**src/rtl/membus_arbiter.sv**
```systemverilog
// N-to-1 round-robin arbiter for the membus valid/ready request channel.
// Grants are held across slave back-pressure, and responses are routed back through an in-order tag FIFO.
module membus_arbiter #(
   parameter int N_MASTERS       = 2,
   parameter int DATA_WIDTH      = 32,
   parameter int ADDR_WIDTH      = 32,
   parameter int MAX_OUTSTANDING = 2
) (
   input  logic                              clk,
   input  logic                              rst,
   input  logic [N_MASTERS-1:0]              m_valid,
   output logic [N_MASTERS-1:0]              m_ready,
   input  logic [N_MASTERS*ADDR_WIDTH-1:0]   m_addr,
   input  logic [N_MASTERS-1:0]              m_wen,
   input  logic [N_MASTERS*DATA_WIDTH-1:0]   m_wdata,
   input  logic [N_MASTERS*DATA_WIDTH/8-1:0] m_wmask,
   output logic [N_MASTERS-1:0]              m_rvalid,
   output logic [DATA_WIDTH-1:0]             m_rdata,
   output logic                              s_valid,
   output logic [ADDR_WIDTH-1:0]             s_addr,
   output logic                              s_wen,
   output logic [DATA_WIDTH-1:0]             s_wdata,
   output logic [DATA_WIDTH/8-1:0]           s_wmask,
   input  logic                              s_ready,
   input  logic                              s_rvalid,
   input  logic [DATA_WIDTH-1:0]             s_rdata,
   output logic                              err
);

   localparam int ID_W   = (N_MASTERS > 1) ? $clog2(N_MASTERS) : 1;
   localparam int PTR_W  = (MAX_OUTSTANDING > 1) ? $clog2(MAX_OUTSTANDING) : 1;
   localparam int CNT_W  = $clog2(MAX_OUTSTANDING + 1);
   localparam int MASK_W = DATA_WIDTH / 8;

   localparam logic [ID_W-1:0]  LAST_ID  = ID_W'(N_MASTERS - 1);
   localparam logic [PTR_W-1:0] LAST_PTR = PTR_W'(MAX_OUTSTANDING - 1);
   localparam logic [CNT_W-1:0] MAX_CNT  = CNT_W'(MAX_OUTSTANDING);

   logic [ID_W-1:0]  rr_ptr;
   logic             lock_vld;
   logic [ID_W-1:0]  lock_id;
   logic [ID_W-1:0]  tag_mem [MAX_OUTSTANDING];
   logic [PTR_W-1:0] wr_ptr;
   logic [PTR_W-1:0] rd_ptr;
   logic [CNT_W-1:0] count;

   logic [ID_W-1:0]  grant;
   logic             grant_vld;
   logic             full;
   logic             handshake;
   logic             pop;
   logic [ID_W-1:0]  head_id;

   function automatic logic [ID_W-1:0] rotate_idx(input logic [ID_W-1:0] base, input int offset);
      int sum;
      sum = int'(base) + offset;
      if (sum >= N_MASTERS) sum = sum - N_MASTERS;
      return ID_W'(sum);
   endfunction

   function automatic logic [PTR_W-1:0] next_ptr(input logic [PTR_W-1:0] ptr);
      return (ptr == LAST_PTR) ? '0 : ptr + 1'b1;
   endfunction

   // Scan from the highest offset down so the closest requester to rr_ptr wins.
   always_comb begin
      grant     = '0;
      grant_vld = 1'b0;
      if (lock_vld) begin
         grant     = lock_id;
         grant_vld = m_valid[lock_id];
      end else begin
         for (int k = N_MASTERS - 1; k >= 0; k--) begin
            if (m_valid[rotate_idx(rr_ptr, k)]) begin
               grant     = rotate_idx(rr_ptr, k);
               grant_vld = 1'b1;
            end
         end
      end
   end

   assign full      = (count == MAX_CNT);
   assign s_valid   = !rst && grant_vld && !full;
   assign handshake = s_valid && s_ready;
   assign pop       = !rst && s_rvalid && (count != '0);
   assign head_id   = tag_mem[rd_ptr];

   assign s_addr  = m_addr[grant*ADDR_WIDTH +: ADDR_WIDTH];
   assign s_wen   = m_wen[grant];
   assign s_wdata = m_wdata[grant*DATA_WIDTH +: DATA_WIDTH];
   assign s_wmask = m_wmask[grant*MASK_W +: MASK_W];
   assign m_rdata = s_rdata;

   always_comb begin
      m_ready = '0;
      if (s_valid) m_ready[grant] = s_ready;
   end

   always_comb begin
      m_rvalid = '0;
      if (pop) m_rvalid[head_id] = 1'b1;
   end

   // Tag storage needs no reset: entries are only read while count says they are live.
   always_ff @(posedge clk) begin
      if (!rst && handshake) tag_mem[wr_ptr] <= grant;
   end

   always_ff @(posedge clk) begin
      if (rst) begin
         rr_ptr   <= '0;
         lock_vld <= 1'b0;
         lock_id  <= '0;
         wr_ptr   <= '0;
         rd_ptr   <= '0;
         count    <= '0;
         err      <= 1'b0;
      end else begin
         if (handshake) begin
            wr_ptr   <= next_ptr(wr_ptr);
            rr_ptr   <= (grant == LAST_ID) ? '0 : grant + 1'b1;
            lock_vld <= 1'b0;
         end else if (s_valid) begin
            lock_vld <= 1'b1;
            lock_id  <= grant;
         end else if (lock_vld && (!m_valid[lock_id] || full)) begin
            lock_vld <= 1'b0;
         end

         if (pop) rd_ptr <= next_ptr(rd_ptr);

         if (handshake && !pop) begin
            count <= count + 1'b1;
         end else if (!handshake && pop) begin
            count <= count - 1'b1;
         end

         // A response with nothing outstanding is dropped and flagged until reset.
         if (s_rvalid && (count == '0)) err <= 1'b1;
      end
   end

endmodule

```
**config.mk**
```make
export PLATFORM = sky130hd
export DESIGN_NAME = membus_arbiter
export DESIGN_NICKNAME = d
export VERILOG_FILES = /design/src/rtl/membus_arbiter.sv
export SDC_FILE = /design/constraint.sdc
export NUM_CORES = 1
export LEC_CHECK = 0
export BUFFER_PORTS_ARGS = -buffer_cell sky130_fd_sc_hd__buf_2
export CAP_MARGIN = 20
export CORE_AREA = 2 2 111 113
export DETAILED_ROUTE_END_ITERATION = 10
export DIE_AREA = 0 0 113 115
export PLACE_DENSITY = 0.52
export SLEW_MARGIN = 5
export SYNTH_ARGS = -nofsm -noshare
export SYNTH_HDL_FRONTEND = slang
export SYNTH_SLANG_ARGS = --single-unit
```
**constraint.sdc**
```tcl
create_clock -name clk -period 3.4 [get_ports clk]
set_input_delay 0.17 -clock clk [delete_from_list [all_inputs] [get_ports clk]]
set_output_delay 0.17 -clock clk [all_outputs]
set_load 0.01 [all_outputs]
```
Yosys cells after proc, flatten, opt, wreduce, memory -nomap -nowiden
Memories as Yosys holds them, arrays and structs flattened. A register that Yosys moved wholly into a read port is not among the register bits. Cells that the tools add are included.

Equal/unequal tests: 1. Bitwise logic cells: 2. $lt $le $gt $ge: 9. Shifts and indexed selects: 3. $add $sub $neg: 8. Reduce and logical (&&, ||, !) cells: 24. Multiplexer cells: 35.

Operators by type and width (count): 64-bit by 7-bit variable part select with 32-bit output (2); 1-bit two-way mux (29); 1-bit logical AND (12); 1-bit by 2-bit less-than comparator with 1-bit output, second input constant (5); 2-bit two-way mux (4); 8-bit by 4-bit variable part select with 4-bit output (1); 2-bit nonzero test (3); 1-bit logical NOT (5); 1-bit adder, second input constant (3); 1-bit by 1-bit adder with 2-bit output, second input constant (1); 2-bit by 1-bit adder with 2-bit output, second input constant (1); 2-bit bitwise AND (1); 1-bit demux with 1-bit select (2); 2-bit equality test, second input constant (1); 1-bit >= comparator, second input constant (2); 1-bit by 2-bit >= comparator with 1-bit output, second input constant (1); 2-bit >= comparator, second input constant (1); 2-bit logical NOT (1); 2-bit AND reduction (1); 2-bit OR reduction (1); 1-bit subtractor, second input constant (2); 2-bit by 1-bit subtractor with 2-bit output, second input constant (1); 1-bit logical OR (1); 1-bit NOT (1).

Memories kept: 1. Logic and storage cells: 90. Input port bits: 176. Flip-flop bits (word level): 8. Memory bits (writable): 2. Output and inout bits: 107.

Memory list: tag_mem (depth 2, bits a word 1, read ports 1, clocked after memory_dff 1, wr ports 1, RTL line 42) `logic [ID_W-1:0] tag_mem [MAX_OUTSTANDING];`.

Longest topological paths before layout
Gate-level depths: netlist of the first run.

Word-level depth: 16. Depth in mapped cells: 8. Depth with buffers taken out: 8.

Worst setup path before layout of the first run
Ideal clock, no wire load.

Kind: reg-to-reg. From: register lock_id. To: register count[1]. Stages on the path, launching flop included: 8. Clock period less this slack: 2011 ps. Setup slack: 1389 ps. Setup time: 71 ps. Buffers on the path: 0. Required time: 3329 ps. Data arrival time: 1939 ps. Cells stage by stage: dfxtp_1 -> mux2i_1 -> a2111oi_4 -> nand2_1 -> inv_1 -> ha_1 -> or3_1 -> a21oi_1.

Word-level cells in the longest chain between the ends: 9. Elaborated cells between the ends (all ways): 11. Those cells by class: mux (4); reduce/logical (7).

RTL lines: from (decl) (RTL line 41) `logic [ID_W-1:0] lock_id;`; from (signal assigned) (RTL line 125) `lock_id <= grant;`; 1-bit two-way mux (not written as such) (*) (2 in series) (RTL line 71) `grant_vld = m_valid[lock_id];`; 1-bit two-way mux (*) (RTL line 69) `if (lock_vld) begin`; 1-bit logical AND (*) (2 in series) (RTL line 83) `assign s_valid = !rst && grant_vld && !full;`; via s_valid (RTL line 19) `output logic s_valid,`; 1-bit logical AND (*) (RTL line 84) `assign handshake = s_valid && s_ready;`; 1-bit logical NOT (RTL line 134) `end else if (!handshake && pop) begin`; 1-bit logical AND (RTL line 134); 2-bit nonzero test (no line); to (signal assigned) (RTL line 133) `count <= count + 1'b1;`; to (signal assigned) (RTL line 135) `count <= count - 1'b1;`; to (decl) (RTL line 45) `logic [CNT_W-1:0] count;`.

Mark *: on every way through the listed nets, which the timed path passes. The rest lies on a longest branch. The select of a mux whose other input is x is not followed. A chain may end at the register's enable or synchronous reset.

Worst setup path in the final report of the first run
From: register rr_ptr. To: output port s_wdata[2].

Word-level cells in the longest chain between the ends: 10. Elaborated cells between the ends (all ways): 17. Those cells by class: add/sub (3); order compare (2); shift (1); mux (11).

RTL lines: from (decl) (RTL line 39) `logic [ID_W-1:0] rr_ptr;`; from (signal assigned) (RTL line 121) `rr_ptr <= (grant == LAST_ID) ? '0 : grant + 1'b1;`; 1-bit by 1-bit adder with 2-bit output (RTL line 56) `sum = int'(base) + offset;`; 2-bit >= comparator or 1-bit subtractor (tied branches) (RTL line 57) `if (sum >= N_MASTERS) sum = sum - N_MASTERS;`; 1-bit two-way mux (RTL line 57); 1-bit two-way mux (RTL line 69); 1-bit two-way mux (not written as such) (2 in series) (RTL line 74) `if (m_valid[rotate_idx(rr_ptr, k)]) begin`; 1-bit two-way mux (RTL line 74); 1-bit two-way mux (*) (RTL line 74); 1-bit two-way mux (*) (RTL line 69); 64-bit by 7-bit variable part select with 32-bit output (*) (RTL line 90) `assign s_wdata = m_wdata[grant*DATA_WIDTH +: DATA_WIDTH];`; to (decl) (RTL line 22) `output logic [DATA_WIDTH-1:0] s_wdata,`.

Every way passes the cells marked *; elsewhere a longest branch is shown, timed or not. The select of a mux whose other input is x is not followed.

==> results of run 1 <==
-- flip-flops by register name, indices dropped and copies added (netlist names), named ones only --
register	count
lock_id	1
lock_vld	1
rr_ptr	1
count	2
rd_ptr	1
tag_mem	2
wr_ptr	1
err	1
-- critical path: cells and delay by family (launching register included) --
| family | cells | cell delay [ns] |
|---|---|---|
| buffers and inverters | 2 | 0.63 |
| muxes | 1 | 0.42 |
| DFF | 1 | 0.33 |
| AOI/OAI and AO/OA | 2 | 0.30 |
-- Yosys cell counts (2+ instances only) --
| library cell | count |
|---|---|
| mux2i_1 | 4 |
| nor2_1 | 9 |
| xor2_1 | 3 |
| mux2_2 | 69 |
| o21ai_0 | 4 |
| nand2_1 | 2 |
| dfxtp_1 | 9 |
| nor2b_1 | 4 |
| buf_2 | 8 |
| nand2b_1 | 2 |
| inv_1 | 2 |
| a21oi_1 | 2 |
| buf_4 | 32 |
| edfxtp_1 | 2 |
-- worst max-delay path by stage --
stage	start	slack [ns]	cells after the start	endpoint
floorplan	lock_id	1.39	7	count[1]
global placement	lock_id	1.39	7	count[1]
detailed placement	count[0]	1.33	7	count[1]
CTS	rr_ptr	1.23	5	s_wdata[29]
global route	rr_ptr	1.12	5	s_wmask[2]
finish	rr_ptr	1.25	5	s_wdata[2]
-- layout make-up --
class / count / area (µm²) / area share (%)
clock buffer: 4 / 78.8 / 2.97
inverter: 2 / 7.51 / 0.282
multi-input combinational: 106 / 1040 / 39.2
sequential: 11 / 240 / 9.04
tap: 147 / 184 / 6.92
timing repair buffer: 220 / 1110 / 41.6
-- per-layer routing --
metal	wire length, µm	share of wire, %	up-vias
li1	-	-	893
met1	2310	39	825
met2	2980	50	135
met3	622	10	13
met4	89	1.5	0
met5	0	0	-
-- report_power, final --
part	switching (mW)	internal (mW)	leakage [nW]
Clock	0.0550	0.157	0.0382
Sequential	0.0146	0.152	0.0927
Combinational	0.191	0.232	1.26
-- per-stage QoR --
step / hold WS [ns] / setup WS [ns] / cell area (µm²)
final: 0.209 / 1.25 / 2660
after global routing: 0.234 / 1.12 / 2660
after CTS: 0.202 / 1.23 / 2660
after detailed placement: 0.340 / 1.33 / 2580
after global placement: 0.340 / 1.39 / 2580
after floorplan: 0.311 / 1.39 / 1560
-- logic make-up (layout without fill, tap and decap cells) --
| logic type | count (synthesis) | in the layout | share of synthesized area (%) |
|---|---|---|---|
| XOR/XNOR | 3 | 3 | 1.68 |
| flip-flops | 11 | 11 | 15.4 |
| buffers and inverters | 43 | 226 | 18.7 |
| AO/OA/AOI/OAI | 7 | 7 | 3.69 |
| AND/OR/NAND/NOR | 21 | 21 | 6.73 |
| multiplexers | 74 | 74 | 53.0 |
| adder cells (fa/ha/maj) | 1 | 1 | 0.801 |
==> run_results.csv, run 1 <==
group,metric,value,unit
detailed_routing,dr.pass1.iters,9,
worst_hold_path,min_from,"s_rvalid",
timing,max_slew_margin,60.7,%
synth,synth_cell_types,22,
synth,synth_area_leaders,"mux2_2 (50%), buf_4 (15%), dfxtp_1 (12%)",
clock_network,tritoncts,"done",
synth,synth-main-ff-cell,"dfxtp_1",
layout,drive_above_1_share,86.0,%
critical_path,r2r_setup_slack,1.30,ns
detailed_routing,drt_iter0_markers,43,
global_routing,met1_usage,8.79,%
critical_path,path_cells,"o21ai_0, o21ai_4, buf_4, mux2_2, buf_2",
critical_path,worstPathRequired,3.23,ns
global_routing,grtUsageMet3,1.32,%
placed_design,dp_hpwl,5170,µm
worst_hold_path,min-delay-path-class,"primary input to flop",
critical_path,arrival,1.98,ns
placed_design,place.gp.congestion,0.752,
synth,synth_edf_count,2,
floorplanning,initial_utilization,13.2,%
critical_path,worst_path_largest_cell_delay,0.48,ns
clock_network,cts_buffer_depth,2,
outcome,violations,"DRC",
clock_network,post_cts_resized,0,
synth,synth_seq_area_share,15.4,%
clock_network,h-tree-depth,1,
floorplanning,die_area,13000,µm²
placed_design,io_buffers,218,
detailed_routing,via_per_inst,3.81,
layout,fillers,1276,
clock_network,cts_buffers,3,
timing,worst_pin_slew,0.590,ns
synth,netlist.area_leader.share,49.8,%
detailed_routing,route.detailed.drc,19,
layout,fin_cells,490,
critical_path,path_class,"flop to output pin",
floorplanning,core,11800,µm²
global_routing,grt_max_degree,48,
worst_hold_path,hold_path_end,"err",
global_routing,antenna_found_initial,0,
clock_network,clk_latency,0.24,ns
critical_path,crit_fanout,47,
clock_network,cts_setup_buffers,0,
critical_path,endpoint_kind,"output pin",
global_routing,grt_pass1_wl,7650,µm
timing,slew_viol_final,0,
detailed_routing,vias,1866,
job,drv_cap,0,
synth,syn-cell-area,1560,µm²
layout,layout_common_cells,"buf_2 (218), mux2_2 (69), nor2_1 (9), dfxtp_1 (9)",
floorplanning,pin_count,283,
critical_path,cp_slowest_cell,"buf_4",
critical_path,r2r_end,"count[1]",
critical_path,reg2reg_depth,7,
synth,yosysWarnings,0,
synth,async_reset_ff_share,0,%
synth,synth_top_area_cell,"mux2_2",
clock_network,ctsHoldBuffers,0,
timing,tns,0,ns
timing,setup_viol,0,
power,total_power,0.801,mW
outcome,status,"finished, violations left",
timing,fmax,0.465,GHz
timing,hold_viol,0,
global_routing,grt_overflow,0,
clock_network,cts_root_buf,"clkbuf_16",
synth,syn_inst,160,
global_routing,grt_pass1_vias,1666,
layout,final_common_cell,"buf_2",
timing,timing.final.crit_share,63.2,%
clock_network,cts_sinks,11,
power,ir_drop,171,µV
timing,fin_worst_skew,0.00329,ns
layout,antennaDiodeCount,0,
timing,rsz0062_at_grt,"false",
detailed_routing,ant_nets,0,
worst_hold_path,whs_path_depth,3,
layout,area_delta_synth_final,70.2,%
synth,synth_area_per_cell,9.76,µm²
critical_path,crit_path_start_kind,"flop",
power,power_density,301,nW/µm²
synth,syn_nets,337,
layout,finish.utilization,22.5,%
placed_design,placedCellCount,486,
detailed_routing,wl,6000,µm
synth,ys_seq_elements,11,
layout,fin_nets,521,
timing,min_period,2.15,ns
global_routing,use_met2,13.4,%
clock_network,clk_pin_slew,0.04,ns
floorplanning,dieHeight,115,µm
global_routing,grtUsageTotal,7.34,%
detailed_routing,wire_per_inst,12.2,µm
power,leakage,1.39,nW
global_routing,grt_busiest_layer,"met2",
floorplanning,rows,40,
floorplanning,chipWidth,113,µm
critical_path,reg2reg_from,"count[0]",
(Power assumes the default switching activity.)
==> inputs of run 2 (changes only) <==
--- a/config.mk
+++ b/config.mk
@@ -7,10 +7,10 @@
 export LEC_CHECK = 0
 export BUFFER_PORTS_ARGS = -buffer_cell sky130_fd_sc_hd__buf_2
 export CAP_MARGIN = 20
-export CORE_AREA = 2 2 111 113
+export CORE_AREA = 2 2 109 111
 export DETAILED_ROUTE_END_ITERATION = 10
-export DIE_AREA = 0 0 113 115
-export PLACE_DENSITY = 0.52
+export DIE_AREA = 0 0 111 113
+export PLACE_DENSITY = 0.55
 export SLEW_MARGIN = 5
 export SYNTH_ARGS = -nofsm -noshare
 export SYNTH_HDL_FRONTEND = slang
==> constraint.sdc (replaced) <==
create_clock -name clk -period 1.92 [get_ports clk]
set_input_delay 0.096 -clock clk [delete_from_list [all_inputs] [get_ports clk]]
set_output_delay 0.096 -clock clk [all_outputs]
set_load 0.01 [all_outputs]
==> run 2 against run 1 <==
Compared with the run above: the run now ends clean; cell count grew 0.20%; routed wire length grew 20%; combinational power grew 90%; critical path type unchanged; critical endpoint is now s_wmask[0]; largest cell class unchanged.
==> run_results.csv, run 2 (synthesis gave the netlist of run 1 again) <==
group,metric,value,unit
detailed_routing,via_per_inst,3.87,
critical_path,endpoint_kind,"output pin",
placed_design,dp_hpwl,6470,µm
layout,layout_common_cells,"buf_2 (218), mux2_2 (69), nor2_1 (9), dfxtp_1 (8), buf_4 (5)",
floorplanning,core,11300,µm²
worst_hold_path,whs_path_depth,3,
placed_design,io_buffers,218,
critical_path,worst_path_largest_cell_delay,0.44,ns
critical_path,worstPathRequired,1.82,ns
floorplanning,chipWidth,111,µm
critical_path,cp_common_cell,"buf_4",
layout,final_common_cell,"buf_2",
global_routing,grtUsageTotal,10.3,%
timing,min_period,1.82,ns
placed_design,place.gp.congestion,0.724,
critical_path,cp_slowest_cell,"dfxtp_1",
floorplanning,pin_count,283,
critical_path,path_cells,"nand2_1, o21ai_4, buf_4, buf_4, mux2_2, buf_2",
power,comb_power_share,54.2,%
critical_path,path_class,"flop to output pin",
layout,fin_nets,526,
worst_hold_path,min-delay-path-class,"primary input to flop",
timing,rsz0062_at_grt,"false",
critical_path,r2r_end,"count[1]",
critical_path,crit_fanout,6,
floorplanning,die_area,12500,µm²
clock_network,tritoncts,"done",
clock_network,clk_pin_slew,0.04,ns
global_routing,grt_pass1_vias,1825,
clock_network,h-tree-depth,1,
clock_network,cts_sinks,11,
timing,tns,0,ns
detailed_routing,route.detailed.drc,0,
job,drv_cap,0,
power,p_int,0.987,mW
detailed_routing,wl,7230,µm
power,ir_drop,244,µV
timing,timing.final.crit_share,95.0,%
timing,max_slew_margin,80.2,%
layout,finish.utilization,24.3,%
global_routing,grt_pass1_wl,9920,µm
timing,layout_setup_ws,0.0959,ns
detailed_routing,dr.pass1.iters,4,
power,clock_power_share,25.9,%
timing,worst_pin_slew,0.294,ns
global_routing,antenna_found_initial,0,
floorplanning,dieHeight,113,µm
outcome,status,"completed",
critical_path,startpoint,"lock_vld",
detailed_routing,wire_per_inst,14.7,µm
timing,whs,0.102,ns
critical_path,arrival,1.73,ns
timing,hold_viol,0,
clock_network,cts_buffer_depth,2,
timing,fmax,0.548,GHz
timing,fin_worst_skew,0.000255,ns
floorplanning,initial_utilization,13.9,%
critical_path,reg2reg_from,"lock_id",
detailed_routing,vias,1902,
clock_network,cts_buffers,3,
power,power.switching,0.494,mW
timing,slew_viol_final,0,
power,swShare,33.4,%
clock_network,clk_latency,0.24,ns
power,leakage,1.42,nW
clock_network,cts_root_buf,"clkbuf_16",
layout,drive_above_1_share,87.6,%
placed_design,place_ws,0.0753,ns
detailed_routing,ant_nets,0,
power,total_power,1.48,mW
layout,antennaDiodeCount,0,
detailed_routing,drt_iter0_markers,50,
global_routing,grt_overflow,0,
critical_path,r2r_setup_slack,0.16,ns
power,power_density,542,nW/µm²
global_routing,grt_max_degree,35,
power,p_seq_share,19.9,%
layout,area_delta_synth_final,75.1,%
layout,largestRegisters,"count x2, tag_mem x2",
critical_path,reg2reg_depth,7,
critical_path,crit_path_start_kind,"flop",
timing,setup_viol,0,
floorplanning,rows,39,
critical_path,crit_end,"s_wmask[0]",
## run 2: cell types whose count changed in the layout (fill, tap and decap cells not counted), sizes merged
cell and delta:
buf +5
## run 2: per-layer routing
layer	vias up	GRT usage, %	share of wire, %
li1	902	-	-
met1	842	14.3	43
met2	142	16.1	45
met3	16	2.84	11
met4	0	1.83	1.1
met5	-	0	0
## run 2: critical path: cells and delay by family, from the launching register on
kind	cells	cell delay (ns)
buffers and inverters	3	0.45
muxes	1	0.35
and+or+nand+nor	1	0.13
DFF	1	0.44
AOI/OAI and AO/OA	1	0.11
## run 2: power by group through the flow
stage          logic, mW  clock network (mW)  registers (mW)
2_1_floorplan      0.491                   0           0.293
3_3_place_gp       0.788                   0           0.296
3_5_place_dp       0.802                   0           0.299
4_1_cts            0.815               0.389           0.295
5_1_grt            0.868               0.408           0.300
6_report           0.803               0.383           0.295
## run 2: final cells by class
type | instances | area [µm²]
fill | 1269 | 8540
tap | 143 | 179
clock buffer | 4 | 78.8
inverter | 2 | 7.51
multi-input combinational | 106 | 1060
sequential | 11 | 241
timing repair buffer | 225 | 1170
## run 2: worst min path at each step
stage / to / start
finish: err / s_rvalid
global route: err / s_rvalid
CTS: err / s_rvalid
detailed placement: m_rdata[11] / s_rdata[11]
global placement: m_rdata[11] / s_rdata[11]
floorplan: err / s_rvalid
## run 2: per-stage QoR
stage / std cells / area [µm²]
3_3_place_gp: 484 / 2630
6_report: 491 / 2730
3_5_place_dp: 484 / 2630
2_1_floorplan: 160 / 1580
4_1_cts: 490 / 2730
5_1_grt: 491 / 2730
## run 2: what timing repair did
action,CTS,global route
resized for setup,0,1
setup buffers,2,1
hold buffers,0,0
pin swaps,1,2
endpoints found under the setup margin,45,24
==> inputs of run 3 (changes only) <==
--- a/config.mk
+++ b/config.mk
@@ -11,6 +11,8 @@
 export DETAILED_ROUTE_END_ITERATION = 10
 export DIE_AREA = 0 0 111 113
 export PLACE_DENSITY = 0.55
+export REMOVE_ABC_BUFFERS = 1
+export SETUP_SLACK_MARGIN = 0.5
 export SLEW_MARGIN = 5
 export SYNTH_ARGS = -nofsm -noshare
 export SYNTH_HDL_FRONTEND = slang
==> run 3 against run 2 <==
Compared with the run above: worst setup slack worse by 0.013 ns; worst hold slack better by 0.0026 ns; global-route usage grew 3.9 points; critical path depth rose by 1; largest cell class unchanged; power rose by 36%; first-iteration DRC count is 12% lower; via count increased by 8.3%; register-to-register slack got worse by 0.08 ns; sequential share of layout area shrank 2.2 points; non-clock buffer count grew 17; maximum frequency shrank 0.68%; cell count increased by 3.5%.
==> run_results.csv, run 3 (synthesis gave the netlist of run 1 again) <==
group,metric,value,unit
detailed_routing,ant_nets,0,
layout,fillers,1131,
floorplanning,die_area,12500,µm²
global_routing,grt_pass1_vias,2129,
layout,multi_input_area,1340,µm²
timing,tns,0,ns
clock_network,h-tree-depth,1,
layout,final_common_cell,"buf_2",
global_routing,antenna_found_initial,0,
power,p_seq_share,14.7,%
job,drv_cap,0,
detailed_routing,drt_iter0_markers,44,
power,clock_power_share,19.2,%
power,power_density,538,nW/µm²
layout,fin_nets,543,
detailed_routing,via_per_inst,4.06,
timing,worst_pin_slew,0.319,ns
layout,seq_area,249,µm²
power,comb_power_share,66.1,%
timing,max_slew_margin,78.7,%
floorplanning,initial_utilization,13.9,%
power,p_int,1.38,mW
clock_network,tritoncts,"done",
timing,fin_worst_skew,0.00436,ns
layout,antennaDiodeCount,0,
timing,layout_setup_ws,0.0834,ns
placed_design,place.gp.congestion,0.777,
worst_hold_path,min-delay-path-class,"primary input to flop",
layout,drive_above_1_share,90.4,%
global_routing,grt_max_degree,19,
critical_path,crit_path_start_kind,"flop",
clock_network,cts_sinks,11,
timing,timing.final.crit_share,95.7,%
floorplanning,rows,39,
clock_network,clk_latency,0.24,ns
clock_network,cts_buffer_depth,2,
global_routing,grt_pass1_wl,12900,µm
power,total_power,2.02,mW
floorplanning,dieHeight,113,µm
critical_path,worstPathRequired,2.05,ns
timing,slew_viol_final,0,
power,ir_drop,352,µV
critical_path,crit_fanout,3,
placed_design,dp_hpwl,8150,µm
global_routing,grtUsageTotal,14.2,%
placed_design,placed_area,2620,µm²
floorplanning,chipWidth,111,µm
detailed_routing,route.detailed.drc,0,
critical_path,endpoint_kind,"flop",
layout,area_delta_synth_final,140,%
placed_design,io_buffers,218,
critical_path,arrival,1.96,ns
layout,layout_common_cells,"buf_2 (149), buf_6 (76), mux2_4 (69), nor2_1 (7), clkbuf_16 (7)",
clock_network,cts_buffers,3,
global_routing,grt_overflow,0,
detailed_routing,vias,2060,
floorplanning,core,11300,µm²
clock_network,clk_pin_slew,0.04,ns
timing,setup_viol,0,
detailed_routing,dr.pass1.iters,3,
clock_network,cts_root_buf,"clkbuf_16",
timing,rsz0062_at_grt,"true",
timing,hold_viol,0,
power,swShare,31.8,%
critical_path,path_class,"flop to flop",
layout,fin_area,3750,µm²
detailed_routing,wire_per_inst,20.2,µm
floorplanning,pin_count,283,
placed_design,place_ws,0.0219,ns
detailed_routing,wl,10300,µm
power,power.switching,0.641,mW
timing,fmax,0.544,GHz
timing,min_period,1.84,ns
outcome,status,"completed",
layout,largestRegisters,"count x2, tag_mem x2",
power,leakage,1.98,nW
[run 3: per-layer routing]
| layer | up-vias | global-route usage (%) | share of wire (%) |
|---|---|---|---|
| met5 | - | 4.31 | 0.72 |
| met4 | 2 | 2.75 | 1.4 |
| met3 | 15 | 8.36 | 14 |
| met2 | 170 | 19.6 | 44 |
| met1 | 931 | 18.7 | 40 |
| li1 | 942 | - | - |
[run 3: cell type report]
class	instances	share of cell area, %
inverter	2	0.200
sequential	11	6.64
clock buffer	4	2.10
tap	143	4.77
multi-input combinational	106	35.7
timing repair buffer	242	50.6
[run 3: timing repair]
action | 4_1_cts | 5_1_grt
hold endpoints to repair | 0 | 0
pin swaps | 5 | 4
setup buffers | 7 | 2
hold buffers | 0 | 0
resized for setup | 75 | 125
setup endpoints to repair | 82 | 82
cloned | 3 | 5
[run 3: power groups by stage]
stage | logic, mW | registers [mW] | clock network, mW
CTS | 1.04 | 0.296 | 0.393
global placement | 0.816 | 0.294 | 0
floorplan | 0.439 | 0.292 | 0
finish | 1.33 | 0.296 | 0.388
detailed placement | 0.825 | 0.296 | 0
global route | 1.41 | 0.299 | 0.404
[run 3: worst paths after layout]
check / to / cells past startpoint / startpoint / slack (ns)
worst min-delay path: err / 3 / s_rvalid / 0.10
worst max-delay path: lock_id / 7 / lock_id / 0.08
worst min register to register: err / 2 / err / 0.48
worst max register to register: lock_id / 7 / lock_id / 0.08
[run 3: per-stage QoR]
stage | hold WS, ns | util [%] | std cells
floorplan | 0.165 | - | 119
global placement | 0.192 | 23.3 | 487
detailed placement | 0.192 | 23.3 | 487
CTS | 0.101 | 27.5 | 501
global route | 0.143 | 33.3 | 508
finish | 0.104 | 33.3 | 508
[run 3: critical path, cell delays in order (launching register included)]
cell and delay [ns]:
dfxtp_2 0.33, mux2i_1 0.15, a2111oi_4 0.41, buf_4 0.17, buf_4 0.09, buf_4 0.10, and2b_1 0.16, mux2_1 0.32
